$ cat src/rtl/time_base_ctrl.sv
`default_nettype none
// ==========================================================================
// time_base_ctrl : shadowed TIC/ACCUM divisors, TIC counter, flags, snapshots
// Revision 1.0
// ==========================================================================
module time_base_ctrl #(
  parameter logic [23:0] TIC_DIV_RST   = 24'h3D08FF,
  parameter logic [23:0] ACCUM_DIV_RST = 24'h004E1F
) (
  input  logic        clk,
  input  logic        rstn,
  input  logic        wr_en,
  input  logic [2:0]  wr_addr,
  input  logic [31:0] wr_data,
  input  logic        rd_en,
  input  logic [2:0]  rd_addr,
  output logic [31:0] rd_data,
  input  logic        pre_tic_enable,
  input  logic        tic_enable,
  input  logic        accum_enable,
  input  logic [23:0] tic_count,
  input  logic [23:0] accum_count,
  output logic [23:0] tic_divide,
  output logic [23:0] accum_divide,
  output logic        tic_int,
  output logic        accum_int
);

  localparam logic [2:0] c_addr_tic_sh   = 3'd0;
  localparam logic [2:0] c_addr_accum_sh = 3'd1;
  localparam logic [2:0] c_addr_ctrl     = 3'd2;
  localparam logic [2:0] c_addr_status   = 3'd3;
  localparam logic [2:0] c_addr_tic_num  = 3'd4;
  localparam logic [2:0] c_addr_snap_tic = 3'd5;
  localparam logic [2:0] c_addr_snap_acc = 3'd6;
  localparam logic [2:0] c_addr_snap     = 3'd7;

  typedef enum logic [0:0] {
    ST_IDLE    = 1'b0,
    ST_PENDING = 1'b1
  } upd_state_t;

  upd_state_t  tic_st_q, tic_st_d, accum_st_q, accum_st_d;
  logic [23:0] tic_shadow_q, tic_shadow_d, accum_shadow_q, accum_shadow_d;
  logic [23:0] tic_divide_q, tic_divide_d, accum_divide_q, accum_divide_d;
  logic [23:0] snap_tic_q, snap_tic_d, snap_accum_q, snap_accum_d;
  logic        tic_int_en_q, tic_int_en_d, accum_int_en_q, accum_int_en_d;
  logic        tic_flag_q, tic_flag_d, accum_flag_q, accum_flag_d;
  logic        tic_ovr_q, tic_ovr_d, accum_ovr_q, accum_ovr_d;
  logic [31:0] tic_number_q, tic_number_d;
  logic [31:0] rd_data_q, rd_data_d;

  logic        w_wr_ctrl;
  logic        w_status_rd;
  logic [31:0] w_rd_mux;
  logic        w_unused;

  assign w_wr_ctrl   = wr_en && (wr_addr == c_addr_ctrl);
  assign w_status_rd = rd_en && (rd_addr == c_addr_status);
  assign w_unused    = ^wr_data[30:24];

  // Read mux samples pre-edge state, so a same-cycle write or clear returns the old value
  always_comb begin
    w_rd_mux = '0;
    case (rd_addr)
      c_addr_tic_sh:   w_rd_mux[23:0] = tic_shadow_q;
      c_addr_accum_sh: w_rd_mux[23:0] = accum_shadow_q;
      c_addr_ctrl: begin
        w_rd_mux[3] = tic_int_en_q;
        w_rd_mux[2] = accum_int_en_q;
      end
      c_addr_status:   w_rd_mux[5:0] = {tic_ovr_q, accum_ovr_q,
                                        accum_st_q == ST_PENDING,
                                        tic_st_q == ST_PENDING,
                                        tic_flag_q, accum_flag_q};
      c_addr_tic_num:  w_rd_mux = tic_number_q;
      c_addr_snap_tic: w_rd_mux[23:0] = snap_tic_q;
      c_addr_snap_acc: w_rd_mux[23:0] = snap_accum_q;
      default:         w_rd_mux = '0;
    endcase
  end

  always_comb begin
    tic_shadow_d   = tic_shadow_q;
    accum_shadow_d = accum_shadow_q;
    tic_int_en_d   = tic_int_en_q;
    accum_int_en_d = accum_int_en_q;
    snap_tic_d     = snap_tic_q;
    snap_accum_d   = snap_accum_q;
    if (wr_en) begin
      case (wr_addr)
        c_addr_tic_sh:   tic_shadow_d   = wr_data[23:0];
        c_addr_accum_sh: accum_shadow_d = wr_data[23:0];
        c_addr_ctrl: begin
          tic_int_en_d   = wr_data[3];
          accum_int_en_d = wr_data[2];
        end
        c_addr_snap: begin
          snap_tic_d   = tic_count;
          snap_accum_d = accum_count;
        end
        default: ;
      endcase
    end

    // Commit only on a boundary seen while already pending, using the pre-edge shadow
    tic_st_d     = tic_st_q;
    tic_divide_d = tic_divide_q;
    case (tic_st_q)
      ST_IDLE:    if (w_wr_ctrl && wr_data[0]) tic_st_d = ST_PENDING;
      ST_PENDING: if (pre_tic_enable) begin
        tic_divide_d = tic_shadow_q;
        tic_st_d     = ST_IDLE;
      end
      default:    tic_st_d = ST_IDLE;
    endcase

    accum_st_d     = accum_st_q;
    accum_divide_d = accum_divide_q;
    case (accum_st_q)
      ST_IDLE:    if (w_wr_ctrl && wr_data[1]) accum_st_d = ST_PENDING;
      ST_PENDING: if (accum_enable) begin
        accum_divide_d = accum_shadow_q;
        accum_st_d     = ST_IDLE;
      end
      default:    accum_st_d = ST_IDLE;
    endcase

    tic_flag_d   = tic_enable | (tic_flag_q & ~w_status_rd);
    accum_flag_d = accum_enable | (accum_flag_q & ~w_status_rd);
    tic_ovr_d    = ~w_status_rd & (tic_ovr_q | (tic_enable & tic_flag_q));
    accum_ovr_d  = ~w_status_rd & (accum_ovr_q | (accum_enable & accum_flag_q));

    if (w_wr_ctrl && wr_data[31]) begin
      tic_number_d = {31'd0, tic_enable};
    end else begin
      tic_number_d = tic_number_q + {31'd0, tic_enable};
    end

    rd_data_d = rd_en ? w_rd_mux : rd_data_q;
  end

  always_ff @(posedge clk) begin
    if (!rstn) begin
      tic_st_q       <= ST_IDLE;
      accum_st_q     <= ST_IDLE;
      tic_shadow_q   <= TIC_DIV_RST;
      accum_shadow_q <= ACCUM_DIV_RST;
      tic_divide_q   <= TIC_DIV_RST;
      accum_divide_q <= ACCUM_DIV_RST;
      snap_tic_q     <= '0;
      snap_accum_q   <= '0;
      tic_int_en_q   <= 1'b0;
      accum_int_en_q <= 1'b0;
      tic_flag_q     <= 1'b0;
      accum_flag_q   <= 1'b0;
      tic_ovr_q      <= 1'b0;
      accum_ovr_q    <= 1'b0;
      tic_number_q   <= '0;
      rd_data_q      <= '0;
    end else begin
      tic_st_q       <= tic_st_d;
      accum_st_q     <= accum_st_d;
      tic_shadow_q   <= tic_shadow_d;
      accum_shadow_q <= accum_shadow_d;
      tic_divide_q   <= tic_divide_d;
      accum_divide_q <= accum_divide_d;
      snap_tic_q     <= snap_tic_d;
      snap_accum_q   <= snap_accum_d;
      tic_int_en_q   <= tic_int_en_d;
      accum_int_en_q <= accum_int_en_d;
      tic_flag_q     <= tic_flag_d;
      accum_flag_q   <= accum_flag_d;
      tic_ovr_q      <= tic_ovr_d;
      accum_ovr_q    <= accum_ovr_d;
      tic_number_q   <= tic_number_d;
      rd_data_q      <= rd_data_d;
    end
  end

  assign rd_data      = rd_data_q;
  assign tic_divide   = tic_divide_q;
  assign accum_divide = accum_divide_q;
  assign tic_int      = tic_flag_q & tic_int_en_q;
  assign accum_int    = accum_flag_q & accum_int_en_q;

endmodule
`default_nettype wire

$ cat config.mk
export PLATFORM = sky130hd
export DESIGN_NAME = time_base_ctrl
export DESIGN_NICKNAME = d
export VERILOG_FILES = /design/src/rtl/time_base_ctrl.sv
export SDC_FILE = /design/constraint.sdc
export NUM_CORES = 1
export LEC_CHECK = 0
export BUFFER_PORTS_ARGS = -buffer_cell sky130_fd_sc_hd__clkbuf_2
export CAP_MARGIN = 20
export CORE_MARGIN = 10
export CORE_UTILIZATION = 52
export CTS_BUF_LIST = sky130_fd_sc_hd__clkbuf_4
export DETAILED_ROUTE_END_ITERATION = 10
export GPL_TIMING_DRIVEN = 0
export PLACE_DENSITY = 0.79
export SLEW_MARGIN = 20
export SYNTH_ARGS = -nofsm -noshare
export SYNTH_HDL_FRONTEND = slang
export SYNTH_SLANG_ARGS = --single-unit
$ cat constraint.sdc
create_clock -name clk -period 2.2 [get_ports clk]
set_clock_uncertainty 0.05 [all_clocks]
set_input_delay 0.22 -clock clk [delete_from_list [all_inputs] [get_ports clk]]
set_output_delay 0.22 -clock clk [all_outputs]
set_load 0.02 [all_outputs]
[Word-level counts from Yosys, hierarchy flattened]
Index checks and enable logic that the tools add are counted.
Storage, ports and cells
  flip-flop bits (word level): 216
  bits in latches: 0
  bits in writable memories: 0
  memory bits (read-only): 0
  bits of input ports: 93
  output and inout port bits: 82
  word-level logic and storage cells: 69
  memories: 0
Cells by class
  add/subtract/negate cells: 1
  multipliers: 0
  div/mod/pow operators: 0
  magnitude comparators: 0
  equality and inequality tests: 9
  shift-type cells: 0
  mux-type cells: 12
  bitwise operators: 16
  reductions and logical operators: 14
Operators with widths (number)
  case mux 18 bit (5 select lines): 1
  adder 32 x 1 -> 32 bit: 1
  case mux 2 bit (6 select lines): 2
  case mux 2 bit (7 select lines): 1
  equality test 3 bit, second input constant: 4
  AND reduction 2 bit: 6
  equality test 3 x 2 -> 1 bit, second input constant: 3
  bitwise AND 1 bit: 8
  two-way mux 8 bit: 1
  equality test 3 x 1 -> 1 bit, second input constant: 2
  zero test 3 bit: 2
  logical AND 1 bit: 5
  two-way mux 1 bit: 5
  NOT 1 bit: 4
  bitwise OR 1 bit: 4
  case mux 1 bit (2 select lines): 2
  OR reduction 2 bit: 1

[Logic depth before layout (Yosys ltp)]
  depth after elaboration: 5
  depth in mapped cells: 7
  mapped depth without buffers: 6

[Worst setup path after synthesis]
OpenSTA, ideal clock, no wires.
  path type: register to register
  start point: register tic_number_q[0]
  end point: register tic_number_q[24]
  setup time: 70 ps
  data arrival time: 2046 ps
  required time: 2080 ps
  slack: 34 ps
  stages on the path, launching flop included: 8
  buffers on the path: 1
  period minus slack after synthesis: 2166 ps
  cells stage by stage: dfxtp_1 ha_1 ha_1 nand3_2 or4_4 buf_2 or3_1 a21oi_1
On the way
  longest elaborated chain between the ends: 1
Ends and longest elaborated chain
  start: declaration: RTL line 50  | logic [31:0] tic_number_q, tic_number_d;
  start signal: assignment: RTL line 176  | tic_number_q <= tic_number_d;
  adder 32 x 1 -> 32 bit: RTL line 137  | tic_number_d = tic_number_q + {31'd0, tic_enable};
Every way passes these cells.
A chain may end at the register's enable or synchronous reset.

[Worst setup path in the final report]
  start point: input wr_addr[0]
  end point: register snap_tic_q[8]
On the way
  longest elaborated chain between the ends: 2
Ends and longest elaborated chain
  start: declaration: RTL line 13  | input logic [2:0] wr_addr,
  equality test 3 bit: RTL line 91  | case (wr_addr)
  AND reduction 2 bit (no line)
  end signal: assignment: RTL line 168  | snap_tic_q <= snap_tic_d;
  end: declaration: RTL line 46  | logic [23:0] snap_tic_q, snap_tic_d, snap_accum_q, snap_accum_d;
Every way passes these cells.

==> flow_summary.ini <==
[critical_path]
cp-start-kind = input pin
cp.arrival_ps = 2670
critical_path.cell_chain = dlygate4sd3_1 > clkbuf_2 > and4_1 > clkbuf_1 > buf_1 > nand2_1 > a21boi_0
critPathCaptureType = flip-flop
worst_ep_required_time_ps = 2740
path_max_fanout = 10
cpPeakStageDelay_ps = 540
reg2reg_depth = 6
crit_path_top_delay_cell = dlygate4sd3_1
crit_type = input pin to flip-flop

[power]
pwr-share-clk_pct = 42.7
power_density_nw_per_um2 = 705
total_power_w = 0.00822
p_int_w = 0.00615
seq_power_share_pct = 49.2
p_switching_w = 0.00207
switching_share_pct = 25.2
peakVddDrop_mv = 0.488
p_comb_share_pct = 8.2
power_leakage_nw = 4.61

[logic_synthesis]
synth_cell_types = 48
synth_compound_area_share_pct = 17.1
synthMuxAreaShare_pct = 4.18
syn_inst = 1083
synth_top_family_by_area = simple AND/OR/NAND/NOR gates
async_flop_share_pct = 0
synth_edf_count = 0
synth_xor_xnor_area_share_pct = 1.17
synth_simple_gate_area_share_pct = 25.2
synth-adder-area-share_pct = 0.279
ys.flop_type = dfxtp_1
synth-seq-area-share_pct = 48.2
synth_nets = 1178
ys_warn_count = 0
syn-cell-area_um2 = 8980
avgSynthCellArea_um2 = 8.29
ys_ff_latch = 216

[clocking]
numCtsBuffers = 57
cts_tree = done
clk_pin_slew_ps = 60
cts_root_buf = clkbuf_4
clk_latency_ps = 700
htreeDepth = 2
cts_buffer_depth = 3
cts.sinks = 216

[timing]
final-setup-viol-count = 0
clock.fmax_ghz = 0.468
timing.final.crit_period_ps = 2140
worst_pin_slew_ps = 895
slew_viol_final = 0
fin_hold_ws_ps = 61.2
max_slew_margin_pct = 39.5
hold_violations = 0
rsz0062_at_grt = no
finalCritPeriodShare_pct = 97.1

[final_layout]
final_cell_count_no_fill = 1651
drive_gt1_share_pct = 20.1
utilization_pct = 69.6
final_area_um2 = 11700
area_delta_synth_final_pct = 30.0
layout.nets = 1482

[grt]
antenna_found_initial = 4
grt_pass1_wl_um = 47100
grt_pass1_vias = 8980
overflow = 0
grt_max_degree = 16
grt_usage_pct = 25.9

[floorplanning]
placementRows = 47
fp.dieH_um = 151
coreArea_um2 = 16800
fp.dieW_um = 151
ioPinCount = 175
dieArea_um2 = 22900
initial_core_util_pct = 53.6

[place]
dpl_cell_area_um2 = 10100
place.detailed.hpwl_um = 21300
placed_cells = 1467
place_congestion = 0.940
portBuffers = 164

[worst_hold_path]
hp-class = input pin to flip-flop
holdPathStages = 4

[routing]
viasPerCell = 5.55
first_pass_iters = 6
drtIter0Drc = 870
drt_drc_violations_left = 0
num_vias = 9171
ant_nets = 0
wl_per_cell_um = 18.3
totalWireLength_um = 30300

[run]
cap_viol_max_count = 0

[status]
status = complete, no violations
==> area by class of cell <==
cell class | count | area [um2]
inverters | 10 | 37.5
plain buffers | 78 | 314
clock buffers | 92 | 691
repair buffers | 246 | 1640
well taps | 220 | 275
diodes | 4 | 10.0
multi-input cells | 778 | 4340
flip-flops and latches | 216 | 4330
fillers | 1329 | 5090
clock inverters | 7 | 31.3
==> path summary, 6_finish.rpt <==
| kind | end | startpoint | slack [ps] |
|---|---|---|---|
| worst max-delay path | snap_tic_q[8]$_SDFFE_PN0P_ | wr_addr[0] | 60 |
| worst max register to register | tic_number_q[28]$_SDFF_PP0_ | tic_number_q[0]$_SDFF_PN0_ | 80 |
| worst min register to register | snap_accum_q[23]$_SDFFE_PN0P_ | snap_accum_q[23]$_SDFFE_PN0P_ | 410 |
| worst min-delay path | tic_int_en_q$_SDFFE_PN0P_ | wr_en | 60 |
==> synthesized netlist by cell type, types with 2 or more instances <==
library cell	instances	share of area, %
buf_2	3	0.17
or4_1	6	0.50
nor3_1	2	0.11
o221ai_1	19	1.9
and4_1	5	0.49
o31ai_1	8	0.67
ha_1	2	0.28
o21ai_0	20	1.1
a221oi_1	3	0.29
a21boi_0	102	8.5
a21oi_1	49	2.7
mux2i_1	27	3.0
nand4_1	10	0.70
or3_2	4	0.33
dfxtp_1	216	48
nand2_1	328	14
buf_1	5	0.21
nand3b_1	4	0.33
inv_1	10	0.42
xnor2_1	8	0.78
mux4_2	3	0.75
clkbuf_1	69	2.9
nor2b_1	24	1.7
and2_1	8	0.56
or3_1	10	0.70
a22oi_1	17	1.4
nand3_1	56	3.1
a22o_1	2	0.20
or4_4	2	0.25
nor2_1	36	1.5
or2_2	2	0.14
nor4_1	4	0.28
xor2_1	4	0.39
==> power by group through the flow <==
stage                     Sequential (W)  Clock (W)  Combinational, W
after global placement           0.00412          0          0.000529
after CTS                        0.00404    0.00352          0.000653
after floorplan                  0.00413          0          0.000291
after global routing             0.00405    0.00376          0.000725
final                            0.00404    0.00351          0.000672
after detailed placement         0.00412          0          0.000536
==> stage by stage <==
step / setup WS (ps) / TNS (ps)
after detailed placement: -301 / -2310
after global placement: -243 / -1740
after floorplan: 33.9 / 0
after CTS: 33.8 / 0
final: 64.3 / 0
after global routing: 5.55 / 0
==> critical path: cells and delay by family <==
family,cells,cell delay [ps]
buffers and inverters,4,1680
AO/OA/AOI/OAI,1,300
AND/OR/NAND/NOR,2,480
==> layout by cell type (no fill, tap or decap), types with 4 or more instances in the layout <==
cell type      instances
nand2_1              328
dfxtp_1              213
clkbuf_2             164
a21boi_0             102
clkbuf_4              92
dlygate4sd3_1         80
clkbuf_1              68
nand3_1               56
a21oi_1               49
nor2_1                36
mux2i_1               27
nor2b_1               24
o21ai_0               20
o221ai_1              19
a22oi_1               17
nand4_1               10
inv_1                 10
or3_1                 10
and2_1                 8
o31ai_1                8
xnor2_1                8
or4_1                  6
and4_1                 5
buf_1                  5
diode_2                4
or3_2                  4
nor4_1                 4
xor2_1                 4
nand3b_1               4
==> routing by layer <==
metal | global-route usage (%) | vias up | routed length, um
li1 | - | 4336 | -
met1 | 32.2 | 4235 | 12000
met2 | 40.8 | 501 | 14000
met3 | 7.46 | 99 | 3090
met4 | 11.6 | 0 | 1190
met5 | 0 | - | 0
==> logic make-up (layout without fill, tap and decap cells) <==
family                   count (synthesis)  in the layout
flip-flops                             216            216
AO/OA/AOI/OAI                          223            223
other                                    0              4
AND/OR/NAND/NOR                        509            509
multiplexers                            32             32
adder cells (fa/ha/maj)                  2              2
XOR/XNOR                                12             12
buffers and inverters                   89            433
==> flip-flops by register name, indices dropped and copies added (netlist names) <==
name	flops
snap_accum_q	24
accum_flag_q	1
snap_tic_q	24
accum_st_q	1
accum_divide	24
accum_ovr_q	1
tic_int_en_q	1
tic_st_q	1
tic_number_q	32
tic_divide	24
tic_ovr_q	1
accum_shadow_q	24
accum_int_en_q	1
rd_data	32
tic_flag_q	1
tic_shadow_q	24
==> timing repair <==
| action | CTS | global route |
|---|---|---|
| hold buffers | 80 | 0 |
| gates cloned | 0 | 0 |
| resized for setup | 5 | 5 |
| hold endpoints to repair | 112 | 0 |
| pin swaps | 1 | 1 |
| setup endpoints to repair | 7 | 16 |
| buffers inserted | 0 | 2 |
(Power assumes the default switching activity.)
